===== src/rtl/pipelined_processing_element.sv =====
// Two-stage multiply-accumulate processing element for a systolic array.
// Double-buffered weight, optional output clamp, activation forwarding.
module pipelined_processing_element #(
   parameter int DATA_W  = 16,
   parameter int ACC_W   = 32,
   parameter int SAT_MIN = -128,
   parameter int SAT_MAX = 127
) (
   input  logic                     clk,
   input  logic                     reset,
   input  logic                     enable,
   input  logic                     in_valid,
   input  logic                     load_weight,
   input  logic                     swap_weight,
   input  logic                     clamp_en,
   input  logic signed [DATA_W-1:0] input_data,
   input  logic signed [DATA_W-1:0] weight_data,
   input  logic signed [ACC_W-1:0]  partial_in,
   output logic signed [DATA_W-1:0] data_out,
   output logic                     data_out_valid,
   output logic signed [ACC_W-1:0]  partial_out,
   output logic                     out_valid,
   output logic                     saturated,
   output logic [31:0]              mac_operations
);

   localparam int PW = 2 * DATA_W;
   localparam int SW = ACC_W + 1;

   localparam logic signed [SW-1:0] SMAX = SW'(SAT_MAX);
   localparam logic signed [SW-1:0] SMIN = SW'(SAT_MIN);

   if (ACC_W < 2 * DATA_W) begin : g_bad_acc_w
      $error("ACC_W must be at least 2*DATA_W");
   end

   if (SAT_MIN >= SAT_MAX) begin : g_bad_sat
      $error("SAT_MIN must be below SAT_MAX");
   end

   logic signed [DATA_W-1:0] shadow_w;
   logic signed [DATA_W-1:0] active_w;
   logic signed [PW-1:0]     prod;
   logic signed [ACC_W-1:0]  pin;
   logic                     v1;

   logic signed [PW-1:0]     mul_a;
   logic signed [PW-1:0]     mul_b;
   logic signed [PW-1:0]     prod_next;
   logic signed [SW-1:0]     sum;
   logic                     over_hi;
   logic                     over_lo;
   logic signed [ACC_W-1:0]  res_next;
   logic                     sat_next;

   // Full-width signed product of the activation and the active weight
   always_comb begin
      mul_a     = PW'(input_data);
      mul_b     = PW'(active_w);
      prod_next = mul_a * mul_b;
   end

   // Accumulate with one guard bit, then either clamp or wrap
   always_comb begin
      sum      = SW'(prod) + SW'(pin);
      over_hi  = sum > SMAX;
      over_lo  = sum < SMIN;
      res_next = sum[ACC_W-1:0];
      sat_next = 1'b0;
      if (clamp_en && over_hi) begin
         res_next = SMAX[ACC_W-1:0];
         sat_next = 1'b1;
      end else if (clamp_en && over_lo) begin
         res_next = SMIN[ACC_W-1:0];
         sat_next = 1'b1;
      end
   end

   // Shadow/active weight pair; swap takes the shadow value before any load
   always_ff @(posedge clk or posedge reset) begin
      if (reset) begin
         shadow_w <= '0;
         active_w <= '0;
      end else if (enable) begin
         if (load_weight) shadow_w <= weight_data;
         if (swap_weight) active_w <= shadow_w;
      end
   end

   // Stage 1: register product, upstream partial sum and valid
   always_ff @(posedge clk or posedge reset) begin
      if (reset) begin
         prod <= '0;
         pin  <= '0;
         v1   <= 1'b0;
      end else if (enable) begin
         prod <= prod_next;
         pin  <= partial_in;
         v1   <= in_valid;
      end
   end

   // Stage 2: result and saturation flag update only on valid slots
   always_ff @(posedge clk or posedge reset) begin
      if (reset) begin
         partial_out <= '0;
         saturated   <= 1'b0;
         out_valid   <= 1'b0;
      end else if (enable) begin
         out_valid <= v1;
         if (v1) begin
            partial_out <= res_next;
            saturated   <= sat_next;
         end
      end
   end

   // Systolic forward of the activation to the neighbouring PE
   always_ff @(posedge clk or posedge reset) begin
      if (reset) begin
         data_out       <= '0;
         data_out_valid <= 1'b0;
      end else if (enable) begin
         data_out_valid <= in_valid;
         if (in_valid) data_out <= input_data;
      end
   end

   // Completed-MAC counter, sticks at all-ones instead of wrapping
   always_ff @(posedge clk or posedge reset) begin
      if (reset) begin
         mac_operations <= '0;
      end else if (enable) begin
         if (v1 && (mac_operations != 32'hFFFF_FFFF)) begin
            mac_operations <= mac_operations + 32'd1;
         end
      end
   end

endmodule


===== config.mk =====
export PLATFORM = sky130hd
export DESIGN_NAME = pipelined_processing_element
export DESIGN_NICKNAME = d
export VERILOG_FILES = /design/src/rtl/pipelined_processing_element.sv
export SDC_FILE = /design/constraint.sdc
export NUM_CORES = 1
export LEC_CHECK = 0
export ABC_AREA = 1
export CAP_MARGIN = 25
export CORE_MARGIN = 2
export CORE_UTILIZATION = 60
export CTS_BUF_LIST = sky130_fd_sc_hd__clkbuf_4
export DETAILED_ROUTE_END_ITERATION = 12
export GPL_TIMING_DRIVEN = 0
export PLACE_DENSITY = 0.8
export SETUP_SLACK_MARGIN = 0.3
export SKIP_CTS_REPAIR_TIMING = 1
export SLEW_MARGIN = 20
export SYNTH_ARGS = -nofsm -noshare
export SYNTH_HDL_FRONTEND = slang
export SYNTH_SLANG_ARGS = --single-unit

===== constraint.sdc =====
create_clock -name clk -period 13 [get_ports clk]
set_clock_uncertainty 0.05 [all_clocks]
set_input_delay 1.95 -clock clk [delete_from_list [all_inputs] [get_ports clk]]
set_output_delay 1.95 -clock clk [all_outputs]
set_load 0.05 [all_outputs]

# Yosys cells after proc, flatten, opt, wreduce, memory -nomap -nowiden
# Cells that the tools add are included.
# Widths: inputs -> output; s select.
word_totals:
  regBits: 179
  output_inout_bits: 83
classes:
  add_sub_neg: 2
  mul: 1
  order_cmp: 2
  eq_ne: 1
  muxes: 4
  n_reduce_logical: 8
ops:
  columns: ["cell", "n"]
  rows:
  - ["$mux 32", 2]
  - ["$add 32x32->33", 1]
  - ["$gt 33x8->1 const B", 1]
  - ["$lt 33x8->1 const B", 1]
  - ["$add 32x1->32 const B", 1]
  - ["$mul 16x16->32", 1]
  - ["$ne 32x32->1 const B", 1]
  - ["$reduce_and 2->1", 5]
  - ["$logic_and 1x1->1", 3]
  - ["$mux 1", 2]

# Depth between registers and ports, before layout
# Gate-level depths: netlist of the first run.
depth:
  depth_word: 5
  mapped_depth: 30
  mapped_depth_nobuf: 28

# Worst setup path before layout of the first run
# No wires, ideal clock.
synth_path:
  kind: "input -> register"
  from: "in input_data[15]"
  to: "reg prod[30]"
  arrival_ns: 7.588
  required_ns: 12.868
  path_slack_ns: 5.280
  stages: 21
  n_path_buf: 2
  path_cell_list: "clkbuf_1 > clkbuf_1 > nand2_1 > fa_1 > inv_1 > fa_1 > inv_1 > fa_1 > inv_1 > fa_1 > inv_1 > fa_1 > fa_1 > inv_1 > ha_1 > nand2_1 > a21oi_1 > a211o_1 > a221oi_1 > nand3_1 > a31oi_1"
synth_between:
  elab_chain_cells: 1
synth_rtl:
  columns: ["element", "line_no", "text"]
  rows:
  - ["start, declared", "16", "input logic signed [DATA_W-1:0] input_data,"]
  - ["$mul 16x16->32", "60", "prod_next = mul_a * mul_b;"]
  - ["end signal, assigned", "97", "prod <= prod_next;"]
  - ["end, declared", "43", "logic signed [PW-1:0] prod;"]
# Every way passes these cells.
# A chain may end at the register's enable or synchronous reset.

# Final worst setup path of the first run
layout_path:
  from: "in input_data[7]"
  to: "reg prod[24]"
# Same word-level chain as after synthesis.

==> reports/qor.yml, run 1 <==
job:
  maxCapViolCount: 0
global_routing:
  grt_usage: 0.333
  grt_overflow: 0
  grt_max_degree: 71
  grt_pass1_wl_um: 91900
  antenna_found_initial: 1
  grt_pass1_vias: 18500
drt:
  routed.top_layer: "met4"
  drtIter0Drc: 1217
  ant_nets: 0
  drc_errors: 0
  dr_wl_met3_um: 4830
  drt-total-wl_um: 55600
  met2WireLength_um: 26100
  num_vias: 17600
  wl_met1_um: 21800
  viasPerCell: 5.36
  firstDrtPassIters: 8
  wl_per_cell_um: 17.0
sta:
  max_slew_margin: 0.332
  drv_slew: 0
  rsz0062_at_grt: "false"
  setup_viol: 0
  period_share: 0.634
  finalSetupTns_ns: 0
  finalHoldViolCount: 0
  max_freq_mhz: 121
  worst_pin_slew_ns: 1.00
  final.min_clock_period_ns: 8.24
yosys:
  synth_edf_count: 0
  syn-num-nets: 3104
  ys_ff_latch: 179
  ys.flop_type: "dfrtp_1"
  async_flop_share: 1.00
  postSynthCellCount: 2655
  post-synth-top-count-cell: "nand2_1"
  synth-seq-area-share: 0.220
  yosys.area.top_type: "fa_1"
  avgSynthCellArea_um2: 7.67
  yosysWarningCount: 0
  synth.area.top_cells: "fa_1, dfrtp_1, nand2_1"
  synth_cell_types: 44
  ys_top_cells_by_count: "nand2_1, inv_1, fa_1, dfrtp_1, ha_1"
  synth_area_um2: 20400
  synth_top_cell_area_share: 0.259
worst_setup_path:
  cp_max_fo: 10
  slowest_stage: "fa_1"
  criticalPathCategory: "primary input to flip-flop"
  endpoint_kind: "flip-flop"
  critPathArrivalTime_ns: 8.77
  crit_path_start_kind: "primary input"
  slowest_delay_ns: 0.58
  crit_required_ns: 13.53
clock_network:
  clock_latency_ns: 0.67
  cts_buffers: 17
  cts.path.max_buffers: 2
  cts_sinks: 179
  clk_pin_slew_ns: 0.16
  cts-root-buf: "clkbuf_4"
  cts_tree: "built"
  htree_levels: 4
final_layout:
  drive_above_1_share: 0.0467
  area_delta_synth_final_pct: 11.0
  nets: 3261
  final_cell_area_um2: 22600
  n_fill_cell: 2769
  final_cell_count_no_fill: 3274
placed_design:
  io_buffers: 136
  hpwl_um: 46100
  place_congestion: 0.976
  dp_cells: 3241
  place_area_um2: 22400
floorplan:
  core_um2: 33400
  start_util: 0.609
  die_width_um: 188
  ios: 154
  die_area_um2: 35400
  placementRows: 67
  die_y_um: 188
run_status:
  outcome: "complete, no violations"
min_path:
  hp-class: "flip-flop to flip-flop"
-- final cells by class --
cell class                      instances  area, um2  area share
Multi-Input combinational cell       1763      13200       0.582
Sequential cell                       179       4480       0.198
Inverter                              618       2330       0.103
Timing Repair Buffer                  138       1420      0.0626
Tap cell                              448        561      0.0248
Buffer                                 95        403      0.0178
Clock inverter                         15        130     0.00576
Clock buffer                           17        128     0.00564
Antenna cell                            1       2.50    0.000111
-- sequential cells by signal (all words and copies together), names as in the netlist --
register,count
data_out,16
shadow_w,16
prod,32
pin,32
partial_out,32
data_out_valid,1
saturated,1
mac_operations,32
active_w,16
out_valid,1
-- final timing paths --
kind / from / end / slack [ns] / depth (start not counted)
hold / removal: out_valid / out_valid / 0.45 / 2
hold reg to reg: out_valid / out_valid / 0.45 / 2
setup / recovery: input_data[7] / prod[24] / 4.76 / 26
max in group asynchronous: reset / active_w[1] / 10.61 / 3
setup reg to reg: active_w[7] / prod[24] / 5.69 / 26
min in group asynchronous: reset / pin[24] / 1.62 / 2
-- per-layer routing --
layer,global-route usage,vias up
met5,0,-
met4,0.169,0
met3,0.0713,179
met2,0.549,749
met1,0.416,8495
li1,-,8127
-- kinds of logic after synthesis --
family          Yosys count  share of synthesized area
flops                   179                      0.220
simple gates           1169                      0.237
buf+inv                 713                      0.134
xor+xnor                 61                     0.0262
fa+ha+maj               378                      0.329
compound gates          113                     0.0308
mux                      42                     0.0232
-- placed cells by master (no fill, tap or decap), drive strengths merged, types with 6 or more instances in the layout --
cell type,synthesis,final
buf,11,13
inv,617,621
xor2,36,36
a21oi,48,48
nand2,886,886
fa,263,263
xnor2,25,25
nand3b,7,7
mux2,42,42
nor2,110,110
clkinv,1,7
dfrtp,179,179
clkbuf,84,101
a31oi,7,7
or2,6,6
nor4,6,6
and2,6,6
o21ai,40,40
clkdlybuf4s50,0,136
nand4,34,34
ha,115,115
nand3,97,97
nor3,16,16
-- metrics by stage --
step / worst slack (ns) / hold WS, ns / util
floorplan: 5.28 / 0.396 / -
global placement: 3.96 / 0.411 / 0.666
detailed placement: 4.32 / 0.416 / 0.668
CTS: 5.00 / 0.450 / 0.676
global route: 4.60 / 0.475 / 0.676
finish: 4.76 / 0.448 / 0.676
-- critical path: cells and delay by family --
kind	cells	cell delay, ns
compound gates	2	0.60
simple gates	9	1.28
fa+ha+maj	7	3.59
buf+inv	8	1.33
Power of run 1 is not shown: default switching activity piles up to over one toggle a cycle in this logic, so the estimate is an artifact.
==> run 2: changes to the inputs <==
--- a/config.mk
+++ b/config.mk
@@ -8,11 +8,11 @@
 export ABC_AREA = 1
 export CAP_MARGIN = 25
 export CORE_MARGIN = 2
-export CORE_UTILIZATION = 60
+export CORE_UTILIZATION = 56
 export CTS_BUF_LIST = sky130_fd_sc_hd__clkbuf_4
 export DETAILED_ROUTE_END_ITERATION = 12
 export GPL_TIMING_DRIVEN = 0
-export PLACE_DENSITY = 0.8
+export PLACE_DENSITY = 0.78
 export SETUP_SLACK_MARGIN = 0.3
 export SKIP_CTS_REPAIR_TIMING = 1
 export SLEW_MARGIN = 20
==> constraint.sdc (replaced) <==
create_clock -name clk -period 6.7 [get_ports clk]
set_clock_uncertainty 0.05 [all_clocks]
set_input_delay 1.005 -clock clk [delete_from_list [all_inputs] [get_ports clk]]
set_output_delay 1.005 -clock clk [all_outputs]
set_load 0.05 [all_outputs]
==> run 2 against run 1 <==
Against the previous run: sequential cell count unchanged; sequential share of layout area down 0.31 points; die area rose by 7.0%; count of clock-buffer cells in the layout did not move; hold slack lost 0.0035 ns.
==> reports/qor.yml, run 2 (synthesis gave the netlist of run 1 again) <==
run_status:
  outcome: "complete, no violations"
sta:
  setup_viol: 0  # unchanged
  whs_ns: 0.444  # -0.00345 ns
  rsz0062_at_grt: "true"
  worst_pin_slew_ns: 0.933  # -0.0691 ns
  period_share: 0.936
  final.min_clock_period_ns: 6.27
  max_slew_margin: 0.378  # +0.0461
  drv_slew: 0  # unchanged
  max_freq_mhz: 160
  setup_slack_ns: 0.431  # -4.33 ns
  finalHoldViolCount: 0  # unchanged
global_routing:
  grt_pass1_wl_um: 91600  # -0.32%
  grt_max_degree: 98  # +38%
  grt_busiest_layer: "met2"
  antenna_found_initial: 1  # unchanged
  grt_overflow: 0  # unchanged
  grt_pass1_vias: 17900  # -3.4%
  grt_usage: 0.313  # -0.0203
  gr-usage-met2: 0.504  # -0.0448
  grtUsageMet3: 0.0744  # +0.00310
  met1_usage: 0.402  # -0.0144
clock_network:
  clk_pin_slew_ns: 0.16  # about the same
  cts_buffers: 17  # unchanged
  cts_sinks: 179  # unchanged
  cts-root-buf: "clkbuf_4"
  cts_tree: "built"
  cts.path.max_buffers: 2  # unchanged
  htree_levels: 4  # unchanged
  clock_latency_ns: 0.69  # +0.02 ns
placed_design:
  place_congestion: 0.947  # -3.0%
  hpwl_um: 46300  # +0.53%
  place_ws_ns: -0.832  # -5.15 ns
  place_area_um2: 22400  # +0.36%
  io_buffers: 136  # unchanged
drt:
  ant_nets: 0  # unchanged
  wl_per_cell_um: 17.0  # +0.40%
  viasPerCell: 5.28  # -1.5%
  firstDrtPassIters: 5  # -3
  drtIter0Drc: 1346  # +11%
  drc_errors: 0  # unchanged
  drt-total-wl_um: 56100  # +1.0%
  num_vias: 17400  # -0.92%
floorplan:
  placementRows: 69  # +3.0%
  ios: 154  # unchanged
  die_y_um: 195  # +3.4%
  die_width_um: 195  # +3.4%
  core_um2: 35700  # +6.6%
  start_util: 0.571  # -0.0377
  die_area_um2: 37900  # +7.0%
worst_setup_path:
  critPathArrivalTime_ns: 6.79  # -1.98 ns
  r2r_cells: 24  # -7.7%
  crit_required_ns: 7.22  # -6.31 ns
  cp_max_fo: 10  # unchanged
  crit_path_start_kind: "primary input"
  endpoint_kind: "flip-flop"
  criticalPathCategory: "primary input to flip-flop"
  r2r_start: "active_w[12]"
  r2r-end: "prod[27]"
  rrSetupSlack_ns: 0.50  # -5.19 ns
job:
  maxCapViolCount: 0  # unchanged
final_layout:
  nets: 3268  # +0.21%
  multi_input_area_um2: 13300  # +0.70%
  drive_above_1_share: 0.0802  # +0.0334
  final_common_cell: "nand2_1"
  mostFrequentLayoutCells: "nand2_1, inv_1, fa_1, dfrtp_1, clkdlybuf4s50_1"
  n_fill_cell: 3150  # +14%
  area_delta_synth_final_pct: 12.8
  seq_area_um2: 4480  # about the same
  final_cell_area_um2: 23000  # +1.6%
min_path:
  worstHoldPathCells: 2  # unchanged
  holdCritStartpoint: "pin[27]"
  hp-class: "flip-flop to flip-flop"
  hold_end: "pin[27]"
run 2: cell count changes in the layout (fill, tap and decap cells not counted), sizes merged:
cell	change
inv	+5
clkinvlp	-3
clkinv	-1
buf	+29
bufinv	-1
clkbuf	-22
run 2: stage by stage:
step | setup TNS [ns] | util | instances
3_3_place_gp | -255.68 | 0.628 | 3252
2_1_floorplan | 0 | - | 2655
5_1_grt | 0 | 0.644 | 3294
3_5_place_dp | -8.76 | 0.629 | 3253
4_1_cts | -0.984 | 0.637 | 3285
6_report | 0 | 0.644 | 3294
run 2: routing by layer:
| metal | vias up | part of all wire |
|---|---|---|
| li1 | 8153 | - |
| met1 | 8416 | 0.42 |
| met2 | 678 | 0.46 |
| met3 | 142 | 0.076 |
| met4 | 0 | 0.045 |
| met5 | - | 0 |
run 2: worst max-delay path by stage:
stage	from	endpoint	slack, ns	cells past startpoint
finish	input_data[9]	prod[27]	0.43	24
global route	active_w[4]	prod[29]	0.24	27
global placement	reset	shadow_w[5]	-1.41	2
floorplan	input_data[7]	prod[25]	0.30	28
CTS	active_w[8]	prod[25]	-0.28	28
detailed placement	input_data[0]	prod[30]	-0.83	23
run 2: worst max-delay path, stage by stage:
cell	delay, ns
clkbuf_2	0.25
clkbuf_4	0.32
nand2_1	0.11
fa_1	0.54
inv_1	0.05
fa_1	0.49
fa_1	0.60
fa_1	0.45
fa_1	0.49
inv_1	0.05
fa_1	0.53
inv_1	0.04
ha_1	0.36
a21o_1	0.21
a31oi_1	0.16
nand2_1	0.12
nor2_4	0.17
o21ai_2	0.11
buf_4	0.15
nand3_1	0.07
nand2_1	0.09
or2_2	0.28
nand3_1	0.07
nand2_1	0.06
run 2: area by class of cell:
class,count,share of cell area
antenna,1,0.000109
timing repair buffer,145,0.0638
tap,461,0.0251
clock inverter,15,0.00616
buffer,95,0.0258
multi-input combinational,1763,0.577
inverter,618,0.101
clock buffer,17,0.00556
sequential,179,0.195
Power of run 2 is left out for the same reason.
